File: config.mk
export PLATFORM = sky130hd
export DESIGN_NAME = cdc_handshake_tx
export DESIGN_NICKNAME = d
export VERILOG_FILES = /design/src/rtl/cdc_handshake_tx_pkg.sv /design/src/rtl/cdc_simple.sv /design/src/rtl/cdc_handshake_tx.sv
export SDC_FILE = /design/constraint.sdc
export NUM_CORES = 1
export LEC_CHECK = 0
export ABC_AREA = 1
export BUFFER_PORTS_ARGS = -buffer_cell sky130_fd_sc_hd__buf_2
export CORE_MARGIN = 1.5
export CORE_UTILIZATION = 47
export CTS_CLUSTER_DIAMETER = 150
export DETAILED_ROUTE_END_ITERATION = 8
export GPL_TIMING_DRIVEN = 1
export HOLD_SLACK_MARGIN = 0.12
export MAX_ROUTING_LAYER = met4
export PLACE_DENSITY = 0.73
export RECOVER_POWER = 50
export REMOVE_ABC_BUFFERS = 1
export SETUP_SLACK_MARGIN = 0.1
export SYNTH_ARGS = -nofsm -noshare
export SYNTH_HDL_FRONTEND = slang
export SYNTH_SLANG_ARGS = --single-unit
File: constraint.sdc
create_clock -name clk -period 1.65 [get_ports clk]
set_input_delay 0.33 -clock clk [delete_from_list [all_inputs] [get_ports clk]]
set_output_delay 0.33 -clock clk [all_outputs]
set_load 0.05 [all_outputs]
File: src/rtl/cdc_handshake_tx_pkg.sv
// Shared constants for the four-phase source-side CDC handshake.
// The state encoding lives here so the controller and any debug decode agree on it.
package cdc_handshake_tx_pkg;

  typedef enum logic [1:0] {
    ST_IDLE     = 2'd0,
    ST_LOAD     = 2'd1,
    ST_REQ_WAIT = 2'd2,
    ST_ACK_WAIT = 2'd3
  } hs_state_t;

  localparam int unsigned DEF_DATA_WIDTH = 8;
  localparam int unsigned DEF_PIPE_DEPTH = 2;

endpackage

File: src/rtl/cdc_simple.sv
// Single-bit level synchronizer: pPIPE_DEPTH flops in series.
// Only these flops carry the ASYNC_REG attribute.
module cdc_simple #(
  parameter int pPIPE_DEPTH = 2
) (
  input  logic clk,
  input  logic reset,
  input  logic d,
  output logic q
);

  (* ASYNC_REG = "TRUE" *) logic [pPIPE_DEPTH-1:0] sync_q;

  always_ff @(posedge clk) begin
    if (reset) begin
      sync_q <= '0;
    end else begin
      sync_q[0] <= d;
      for (int i = 1; i < pPIPE_DEPTH; i++) begin
        sync_q[i] <= sync_q[i-1];
      end
    end
  end

  assign q = sync_q[pPIPE_DEPTH-1];

endmodule

File: src/rtl/cdc_handshake_tx.sv
// Source side of a four-phase req/ack word transfer with a one-entry pending slot.
// state       | meaning
// ST_IDLE     | nothing in flight, data_out free to load
// ST_LOAD     | data_out loaded, settling one cycle before req rises
// ST_REQ_WAIT | req high, waiting for synchronized ack to rise
// ST_ACK_WAIT | req low, waiting for synchronized ack to fall
module cdc_handshake_tx
  import cdc_handshake_tx_pkg::*;
#(
  parameter int pDATA_WIDTH = DEF_DATA_WIDTH,
  parameter int pPIPE_DEPTH = DEF_PIPE_DEPTH
) (
  input  logic                   clk,
  input  logic                   reset,
  input  logic [pDATA_WIDTH-1:0] data_in,
  input  logic                   data_valid,
  output logic                   ready,
  output logic                   req,
  output logic [pDATA_WIDTH-1:0] data_out,
  input  logic                   ack,
  output logic                   busy,
  output logic                   done,
  output logic                   overflow
);

  hs_state_t              state, state_nx;
  logic                   ack_s;
  logic                   req_nx;
  logic [pDATA_WIDTH-1:0] data_out_nx;
  logic                   pend_valid, pend_valid_nx;
  logic [pDATA_WIDTH-1:0] pend_data, pend_data_nx;
  logic                   done_nx;
  logic                   overflow_nx;
  logic                   accept;
  logic                   direct;

  cdc_simple #(
    .pPIPE_DEPTH(pPIPE_DEPTH)
  ) u_ack_sync (
    .clk  (clk),
    .reset(reset),
    .d    (ack),
    .q    (ack_s)
  );

  always_ff @(posedge clk) begin
    if (reset) begin
      state      <= ST_IDLE;
      req        <= 1'b0;
      data_out   <= '0;
      pend_valid <= 1'b0;
      pend_data  <= '0;
      done       <= 1'b0;
      overflow   <= 1'b0;
    end else begin
      state      <= state_nx;
      req        <= req_nx;
      data_out   <= data_out_nx;
      pend_valid <= pend_valid_nx;
      pend_data  <= pend_data_nx;
      done       <= done_nx;
      overflow   <= overflow_nx;
    end
  end

  always_comb begin
    state_nx      = state;
    req_nx        = req;
    data_out_nx   = data_out;
    pend_valid_nx = pend_valid;
    pend_data_nx  = pend_data;
    done_nx       = 1'b0;
    overflow_nx   = overflow;
    accept        = data_valid && !pend_valid;
    direct        = 1'b0;

    case (state)
      ST_IDLE: begin
        if (accept) begin
          direct   = 1'b1;
          state_nx = ST_LOAD;
        end
      end
      ST_LOAD: begin
        req_nx   = 1'b1;
        state_nx = ST_REQ_WAIT;
      end
      ST_REQ_WAIT: begin
        if (ack_s) begin
          req_nx   = 1'b0;
          state_nx = ST_ACK_WAIT;
        end
      end
      ST_ACK_WAIT: begin
        if (!ack_s) begin
          done_nx = 1'b1;
          if (pend_valid) begin
            data_out_nx   = pend_data;
            pend_valid_nx = 1'b0;
            state_nx      = ST_LOAD;
          end else if (accept) begin
            // A word arriving on the exit cycle with an empty slot goes straight out.
            direct   = 1'b1;
            state_nx = ST_LOAD;
          end else begin
            state_nx = ST_IDLE;
          end
        end
      end
      default: state_nx = ST_IDLE;
    endcase

    if (direct) begin
      data_out_nx = data_in;
    end else if (accept) begin
      pend_valid_nx = 1'b1;
      pend_data_nx  = data_in;
    end

    if (data_valid && pend_valid) begin
      overflow_nx = 1'b1;
    end
  end

  assign ready = ~pend_valid;
  assign busy  = (state != ST_IDLE) || pend_valid;

endmodule

Word-level counts from Yosys, hierarchy flattened
Index checks and enable logic that the tools add are counted.

cells by class
  bitwise logic cells = 3
  equality and inequality tests = 7
  mux-type cells = 21
  reduce and logical (&&, ||, !) cells = 14

operators by type and width
  kind                  number
  $mux W8               4
  $mux W1               11
  $pmux W2 S4           1
  $reduce_bool A2 Y1    4
  $mux W2               3
  $ne A2 B2 Y1 const B  3
  $reduce_and A3 Y1     2
  $eq A2 B2 Y1 const B  2
  $pmux W1 S2           2
  $reduce_and A2 Y1     2
  $not A1 Y1            3
  $eq A2 B1 Y1 const B  1
  $logic_and A1 B1 Y1   2
  $logic_not A2 Y1      1
  $ne A2 B1 Y1 const B  1
  $reduce_or A2 Y1      1
  $logic_not A1 Y1      1
  $logic_or A1 B1 Y1    1

storage, ports and cells
  word-level logic and storage cells = 53
  output and inout bits = 13
  input port bits = 12
  bits in registers = 24

Longest topological paths before layout
Gate-level depths: netlist of the first run.

  depth after elaboration = 8
  mapped depth = 9
  depth with buffers taken out = 8

By module
From an unflattened synthesis of the first run, not the netlist that was laid out.

second synthesis, totals
  cell total of the unflattened synthesis = 164
  area, all modules = 1189.9 um2

modules (own cells, without submodules)
  module            area each (um2)  seq. area each (um2)  cells each  times used
  cdc_handshake_tx  1134.8           440.4                 158         1
  cdc_simple        55.1             40.0                  6           1

Worst setup path after synthesis of the first run
OpenSTA, ideal clock, no wires.

  path kind = flip-flop to flip-flop
  from = register state[0]
  to = register pend_data[1]
  buffers on the path = 1
  cell stages (with the launch flop) = 9
  clock period less this slack = 1560 ps
  library setup time = 113 ps
  setup slack = 90 ps
  required time = 1537 ps
  arrival = 1447 ps
  cells stage by stage = dfxtp_1 > inv_1 > ha_1 > inv_1 > a21oi_4 > buf_6 > nand2_1 > nand2_1 > nor2_1

on the way
  cells in the longest elaborated chain, start to end = 4
  elaborated cells between the ends (all ways) = 5
  those cells by class = eq/ne (1); mux (1); bitwise (1); reduce/logical (2)

RTL lines
  item                                              line                    RTL
  start: declaration                                cdc_handshake_tx.sv:26  hs_state_t state, state_nx;
  start signal: assignment                          cdc_handshake_tx.sv:56  state <= state_nx;
  $eq A2 B2 Y1 or $logic_not A2 Y1 (tied branches)  cdc_handshake_tx.sv:77  case (state)
  $pmux W1 S2 (*)                                   cdc_handshake_tx.sv:77
  $not A1 Y1 (no line) (*)                          n/a
  $reduce_and A2 Y1 (no line) (*)                   n/a
  end signal: assignment                            cdc_handshake_tx.sv:60  pend_data <= pend_data_nx;
  end: declaration                                  cdc_handshake_tx.sv:31  logic [pDATA_WIDTH-1:0] pend_data, pend_data_nx;

Every way passes the cells marked *; elsewhere a longest branch is shown, timed or not.
A chain may end at the register's enable or synchronous reset.

Final worst setup path of the first run
  from = register state[0]
  to = register data_out[7]

on the way
  cells in the longest elaborated chain, start to end = 4
  elaborated cells between the ends (all ways) = 8
  those cells by class = eq/ne (2); mux (2); reduce/logical (4)

RTL lines
  item                                                          line                    RTL
  $eq A2 B2 Y1 or $logic_not A2 Y1 (tied branches)              cdc_handshake_tx.sv:77
  $pmux W1 S2                                                   cdc_handshake_tx.sv:77
  $ne A2 B2 Y1 (no line) or $reduce_bool A2 Y1 (tied branches)  n/a
  $reduce_and A3 Y1 (no line)                                   n/a
  end signal: assignment                                        cdc_handshake_tx.sv:58  data_out <= data_out_nx;
  end: declaration                                              cdc_handshake_tx.sv:19  output logic [pDATA_WIDTH-1:0] data_out,

Several ways; a longest one is shown, not always the timed one.

==> results.py, run 1 <==
metrics = {
    "status": {
        "status": "finished, final reports clean",
    },
    "drt": {
        "viasPerCell": 4.99,
        "routedWlPerCell_um": 11.2,
        "finalWirelength_um": 2490,
        "ant_nets": 0,
        "firstDrtPassIters": 5,
        "via_count": 1112,
        "drtIter0Drc": 26,
        "drcViolationCount": 0,
    },
    "place": {
        "dp_hpwl_um": 1800,
        "numPortBuffers": 24,
        "routabilityCongestion": 0.782,
    },
    "final_layout": {
        "syn2layout_area_growth_pct": 20.0,
        "fin_util_pct": 58.6,
        "nFillCells": 238,
        "multiInputGateArea_sq_um": 622,
        "fin_nets": 211,
        "diodes": 0,
        "layout-drive-gt1-share_pct": 19.2,
        "area.sequential_sq_um": 483,
    },
    "hold_path": {
        "holdCritStartpoint": "ack",
        "min_path_type": "input port to register",
    },
    "clock_network": {
        "cts_buffers": 3,
        "cts_tree": "yes",
        "cts.path.max_buffers": 2,
        "root_buffer": "clkbuf_4",
        "htreeDepth": 1,
        "clock-sinks": 24,
        "clk_latency_ns": 0.32,
        "holdBufCountCts": 0,
        "clkTransAtPathRegs_ns": 0.13,
    },
    "yosys": {
        "yosys.area.top_type": "dfxtp_1",
        "yosysWarnings": 0,
        "synth-seq-area-share_pct": 40.4,
        "yosys.area.top_type_share_pct": 40.4,
        "synthTopCellsByArea": "dfxtp_1, nand2_1, nand3_1",
        "synth_seq_cells": 24,
        "syn_area_sq_um": 1190,
        "avgSynthCellArea_sq_um": 7.20,
        "ys_types": 16,
        "synthesis.instances": 165,
    },
    "timing": {
        "fin_tns_setup_ns": 0,
        "max_slew_margin_pct": 51.1,
        "setup_viol": 0,
        "hold_violations": 0,
        "period_needed_ns": 1.52,
        "clock.fmax_ghz": 0.657,
        "drv_slew": 0,
        "rsz0062_at_grt": "true",
        "skew_ns": 0.00141,
        "min_period_over_period_pct": 92.2,
        "max_slew.worst_pin.slew_ns": 0.733,
    },
    "pwr": {
        "ir_worst_vdd_v": 0.00117,
        "leakagePower_nw": 0.672,
        "p_per_area_nw_per_um2": 2440,
    },
    "grt": {
        "grt_pass1_wl_um": 4110,
        "first_global_vias": 956,
        "grt_overflow": 0,
        "grt_max_degree": 18,
        "grt_use_total_pct": 19.9,
        "grt_antenna_before_repair": 0,
    },
    "setup_path": {
        "r2r_setup_slack_ns": 0.13,
        "cp-endpoint": "data_out[7]$_SDFFE_PP0P_",
        "startpoint": "state[0]$_SDFFE_PP0P_",
        "end_kind": "register",
        "cp-start-kind": "register",
        "r2r_end": "data_out[7]$_SDFFE_PP0P_",
        "cp.arrival_ns": 1.71,
        "required_ns": 1.84,
        "worstRegToRegCells": 7,
        "crit_type": "register to register",
        "r2r_start": "state[0]$_SDFFE_PP0P_",
        "critPathMaxFanout": 8,
    },
    "floorplanning": {
        "ios": 25,
        "row_count": 18,
        "die-area_sq_um": 2840,
        "core_area_sq_um": 2430,
        "die_w_um": 53.3,
        "die_height_um": 53.3,
        "initial_core_util_pct": 48.9,
    },
    "job": {
        "cap_viol_max_count": 0,
    },
}
Yosys cell counts:
cell type  number
a21oi_1        12
a21oi_4         1
buf_6           2
clkbuf_1        3
dfxtp_1        24
ha_1            5
inv_1          16
inv_2           2
nand2_1        40
nand2_4         4
nand3_1        27
nor2_1         23
nor2_2          1
nor2_8          1
o21ai_0         2
o21bai_1        2
placed cells by master (no fill, tap or decap):
cell type,count
nand2_1,40
nand3_1,27
nor2_1,23
dfxtp_1,22
inv_1,14
a21oi_1,12
buf_2,10
clkbuf_1,10
inv_2,4
nand2_4,4
ha_1,3
clkbuf_4,3
clkbuf_2,3
o21bai_1,2
buf_6,2
buf_4,2
dfxtp_2,2
a21oi_4,1
nor2_8,1
nor2_2,1
o21ai_1,1
o21ai_0,1
ha_4,1
ha_2,1
bufinv_16,1
buf_1,1
buf_12,1
metrics by stage:
step / total power, mW / cells / setup WS (ns) / hold slack, ns / area [sq um]
3_5_place_dp: 2.96 / 218 / 0.0419 / 0.402 / 1360
6_report: 3.47 / 223 / 0.129 / 0.200 / 1430
5_1_grt: 3.74 / 223 / 0.0274 / 0.217 / 1430
3_3_place_gp: 2.88 / 218 / 0.135 / 0.395 / 1360
4_1_cts: 3.49 / 223 / 0.110 / 0.196 / 1440
2_1_floorplan: 2.47 / 160 / 0.103 / 0.388 / 1150
flip-flops by register name, summed over array words and instances, names as in the netlist:
name and cells:
data_out 8, pend_data 8, state 2, u_ack_sync.sync_q 2, done 1, overflow 1
pend_valid 1, req 1
where the power goes:
group | total [mW] | internal, mW | switching, mW
Combinational | 2.08 | 0.666 | 1.42
Clock | 0.428 | 0.246 | 0.183
Sequential | 0.961 | 0.830 | 0.131
Total | 3.47 | 1.74 | 1.73
worst max-delay path: stages, from the launching register on:
cell	delay [ns]
dfxtp_2	0.36
buf_4	0.13
ha_2	0.22
inv_1	0.08
nor2_2	0.16
nand2_1	0.21
nand3_1	0.17
a21oi_1	0.07
worst min-delay path by stage:
stage | endpoint | cells after the start
3_3_place_gp | u_ack_sync.sync_q[1]$_SDFF_PP0_ | 2
2_1_floorplan | u_ack_sync.sync_q[1]$_SDFF_PP0_ | 2
3_5_place_dp | u_ack_sync.sync_q[1]$_SDFF_PP0_ | 2
5_1_grt | u_ack_sync.sync_q[0]$_SDFF_PP0_ | 3
4_1_cts | u_ack_sync.sync_q[0]$_SDFF_PP0_ | 3
6_report | u_ack_sync.sync_q[0]$_SDFF_PP0_ | 3
metal layers:
layer / part of all wire (%) / GRT usage (%) / routed length, um
met1: 47 / 25.9 / 1170
met2: 48 / 30.9 / 1200
met3: 4.0 / 2.82 / 99
met4: 1.3 / 8.12 / 33
met5: 0 / - / 0
repair_timing:
action                     in CTS  in global routing
gates cloned                    0                  0
buffers inserted                1                  0
resized for setup               5                  6
pin swaps                       0                  0
setup endpoints to repair      18                 16
cell type report:
cell class                      instances  area share, %
Inverter                               18           4.74
Timing Repair Buffer                   29           11.5
Multi-Input combinational cell        118           43.6
Clock buffer                            3           1.58
Clock inverter                          1           2.11
Sequential cell                        24           33.9
Tap cell                               30           2.63
logic make-up after synthesis:
logic type               after synthesis  share of synthesized area [%]
buffers and inverters                 23                           8.53
flip-flops                            24                           40.4
adder cells (fa/ha/maj)                5                           5.26
AO/OA/AOI/OAI                         17                           8.53
AND/OR/NAND/NOR                       96                           37.3
No activity file was read; power rests on OpenSTA's default activity.
==> run 2, diff against run 1 <==
Settings changed: RECOVER_POWER 50 to unset, SETUP_SLACK_MARGIN 0.1 to 0.05.
==> run 2 against run 1 <==
  * Design area up 0.79%
  * Worst setup slack worse by 0.0073 ns
  * Core utilization is 0.46 points higher
  * Global-route usage fell by 0.12 points
  * Power increased by 0.41%
  * Routed wire length is 2.4% lower
  * Flip-flop and latch count is the same
  * Die area is the same
==> results.py, run 2 (synthesis gave the netlist of run 1 again) <==
metrics = {
    "floorplanning": {
        "ios": 25,
        "die_w_um": 53.3,
        "row_count": 18,
        "initial_core_util_pct": 48.9,
        "die-area_sq_um": 2840,
        "core_area_sq_um": 2430,
        "die_height_um": 53.3,
    },
    "clock_network": {
        "clkTransAtPathRegs_ns": 0.13,
        "cts_buffers": 3,
        "clk_latency_ns": 0.32,
        "cts_tree": "yes",
        "cts.path.max_buffers": 2,
        "holdBufCountCts": 0,
        "htreeDepth": 1,
        "clock-sinks": 24,
        "root_buffer": "clkbuf_4",
    },
    "final_layout": {
        "fin_nets": 211,
        "largest_registers": "data_out (8), pend_data (8)",
        "layout-drive-gt1-share_pct": 23.3,
        "final_common_cell": "nand2_1",
        "area.sequential_sq_um": 482,
        "diodes": 0,
        "layout_common_cells": "nand2_1, nand3_1, nor2_1, dfxtp_1, buf_2",
        "syn2layout_area_growth_pct": 20.9,
        "multiInputGateArea_sq_um": 622,
        "nFillCells": 233,
    },
    "drt": {
        "via_count": 1094,
        "viasPerCell": 4.91,
        "drtIter0Drc": 27,
        "firstDrtPassIters": 4,
        "routedWlPerCell_um": 10.9,
        "finalWirelength_um": 2430,
        "drcViolationCount": 0,
        "ant_nets": 0,
    },
    "setup_path": {
        "required_ns": 1.32,
        "crit_type": "register to output port",
        "r2r_start": "state[0]$_SDFFE_PP0P_",
        "worstRegToRegCells": 7,
        "r2r_setup_slack_ns": 0.21,
        "cp.arrival_ns": 1.20,
        "end_kind": "output port",
        "cp-start-kind": "register",
        "r2r_end": "data_out[7]$_SDFFE_PP0P_",
        "critPathMaxFanout": 4,
        "startpoint": "state[1]$_SDFFE_PP0P_",
    },
    "hold_path": {
        "hold_path_end": "u_ack_sync.sync_q[0]$_SDFF_PP0_",
        "worst_hold_path.num_cells": 3,
        "holdCritStartpoint": "ack",
        "min_path_type": "input port to register",
    },
    "grt": {
        "first_global_vias": 950,
        "grt_use_total_pct": 19.8,
        "grt_antenna_before_repair": 0,
        "grt_overflow": 0,
        "grt_pass1_wl_um": 4080,
        "grt_max_degree": 18,
    },
    "timing": {
        "rsz0062_at_grt": "false",
        "hold_violations": 0,
        "max_slew_margin_pct": 79.6,
        "fin_tns_setup_ns": 0,
        "period_needed_ns": 1.53,
        "clock.fmax_ghz": 0.654,
        "setup_viol": 0,
        "min_period_over_period_pct": 92.6,
        "max_slew.worst_pin.slew_ns": 0.305,
        "skew_ns": 0.00347,
        "drv_slew": 0,
    },
    "pwr": {
        "power_mw": 3.49,
        "ir_worst_vdd_v": 0.00116,
        "p_per_area_nw_per_um2": 2430,
        "leakagePower_nw": 0.714,
    },
    "status": {
        "status": "finished, final reports clean",
    },
    "place": {
        "dp_hpwl_um": 1800,
        "numPortBuffers": 24,
        "routabilityCongestion": 0.782,
    },
    "job": {
        "cap_viol_max_count": 0,
    },
}
## run 2: cell count changes in the layout (fill, tap and decap cells not counted)
| cell | before | now |
|---|---|---|
| clkbuf_1 | 10 | 0 |
| buf_1 | 1 | 0 |
| dfxtp_2 | 2 | 1 |
| buf_6 | 2 | 1 |
| buf_2 | 10 | 23 |
| clkbuf_2 | 3 | 0 |
| inv_2 | 4 | 2 |
| dfxtp_1 | 22 | 23 |
| inv_1 | 14 | 16 |
| buf_4 | 2 | 4 |
## run 2: timing repair
item / in CTS / in global routing
buffers inserted: 1 / 0
resized for setup: 3 / 4
endpoints found under the setup margin: 9 / 13
## run 2: final cells by class
class | count | share of cell area, %
tap | 30 | 2.61
sequential | 24 | 33.5
timing repair buffer | 29 | 12.3
clock buffer | 3 | 1.57
multi-input combinational | 118 | 43.3
clock inverter | 1 | 2.09
inverter | 18 | 4.70
## run 2: metrics by stage
| stage | utilization (%) | area [sq um] | setup slack, ns | std cells | hold WS (ns) |
|---|---|---|---|---|---|
| global placement | 55.7 | 1360 | 0.135 | 218 | 0.395 |
| detailed placement | 55.7 | 1360 | 0.0419 | 218 | 0.402 |
| CTS | 58.5 | 1420 | 0.0598 | 223 | 0.196 |
| global route | 59.1 | 1440 | 0.0515 | 223 | 0.217 |
| floorplan | - | 1150 | 0.103 | 160 | 0.388 |
| finish | 59.1 | 1440 | 0.122 | 223 | 0.200 |
## run 2: worst max-delay path by stage
stage                                      endpoint
final                                          busy
after global routing                           busy
after CTS                                      busy
after detailed placement  pend_data[4]$_SDFFE_PP0P_
after global placement    pend_data[1]$_SDFFE_PP0P_
after floorplan           pend_data[0]$_SDFFE_PP0P_
## run 2: worst max-delay path, cell delays in order, from the launching register on
cell and delay, ns:
dfxtp_2 0.35, inv_1 0.15, ha_4 0.17, nand2_1 0.07
buf_6 0.15
## run 2: power breakdown
group          total (mW)  switching, mW  leakage, nW  internal, mW
Clock               0.430          0.184       0.0279         0.246
Sequential          0.947          0.120        0.198         0.827
Combinational        2.11           1.41        0.488         0.699
Total                3.49           1.72        0.714          1.77
## run 2: routing by layer
metal  share of wire, %  global-route usage (%)  vias up
met5                  0                       -        -
met4                1.5                    8.97        0
met3                3.4                    2.54        4
met2                 46                    30.5       26
met1                 49                    25.7      485
li1                   -                       -      579
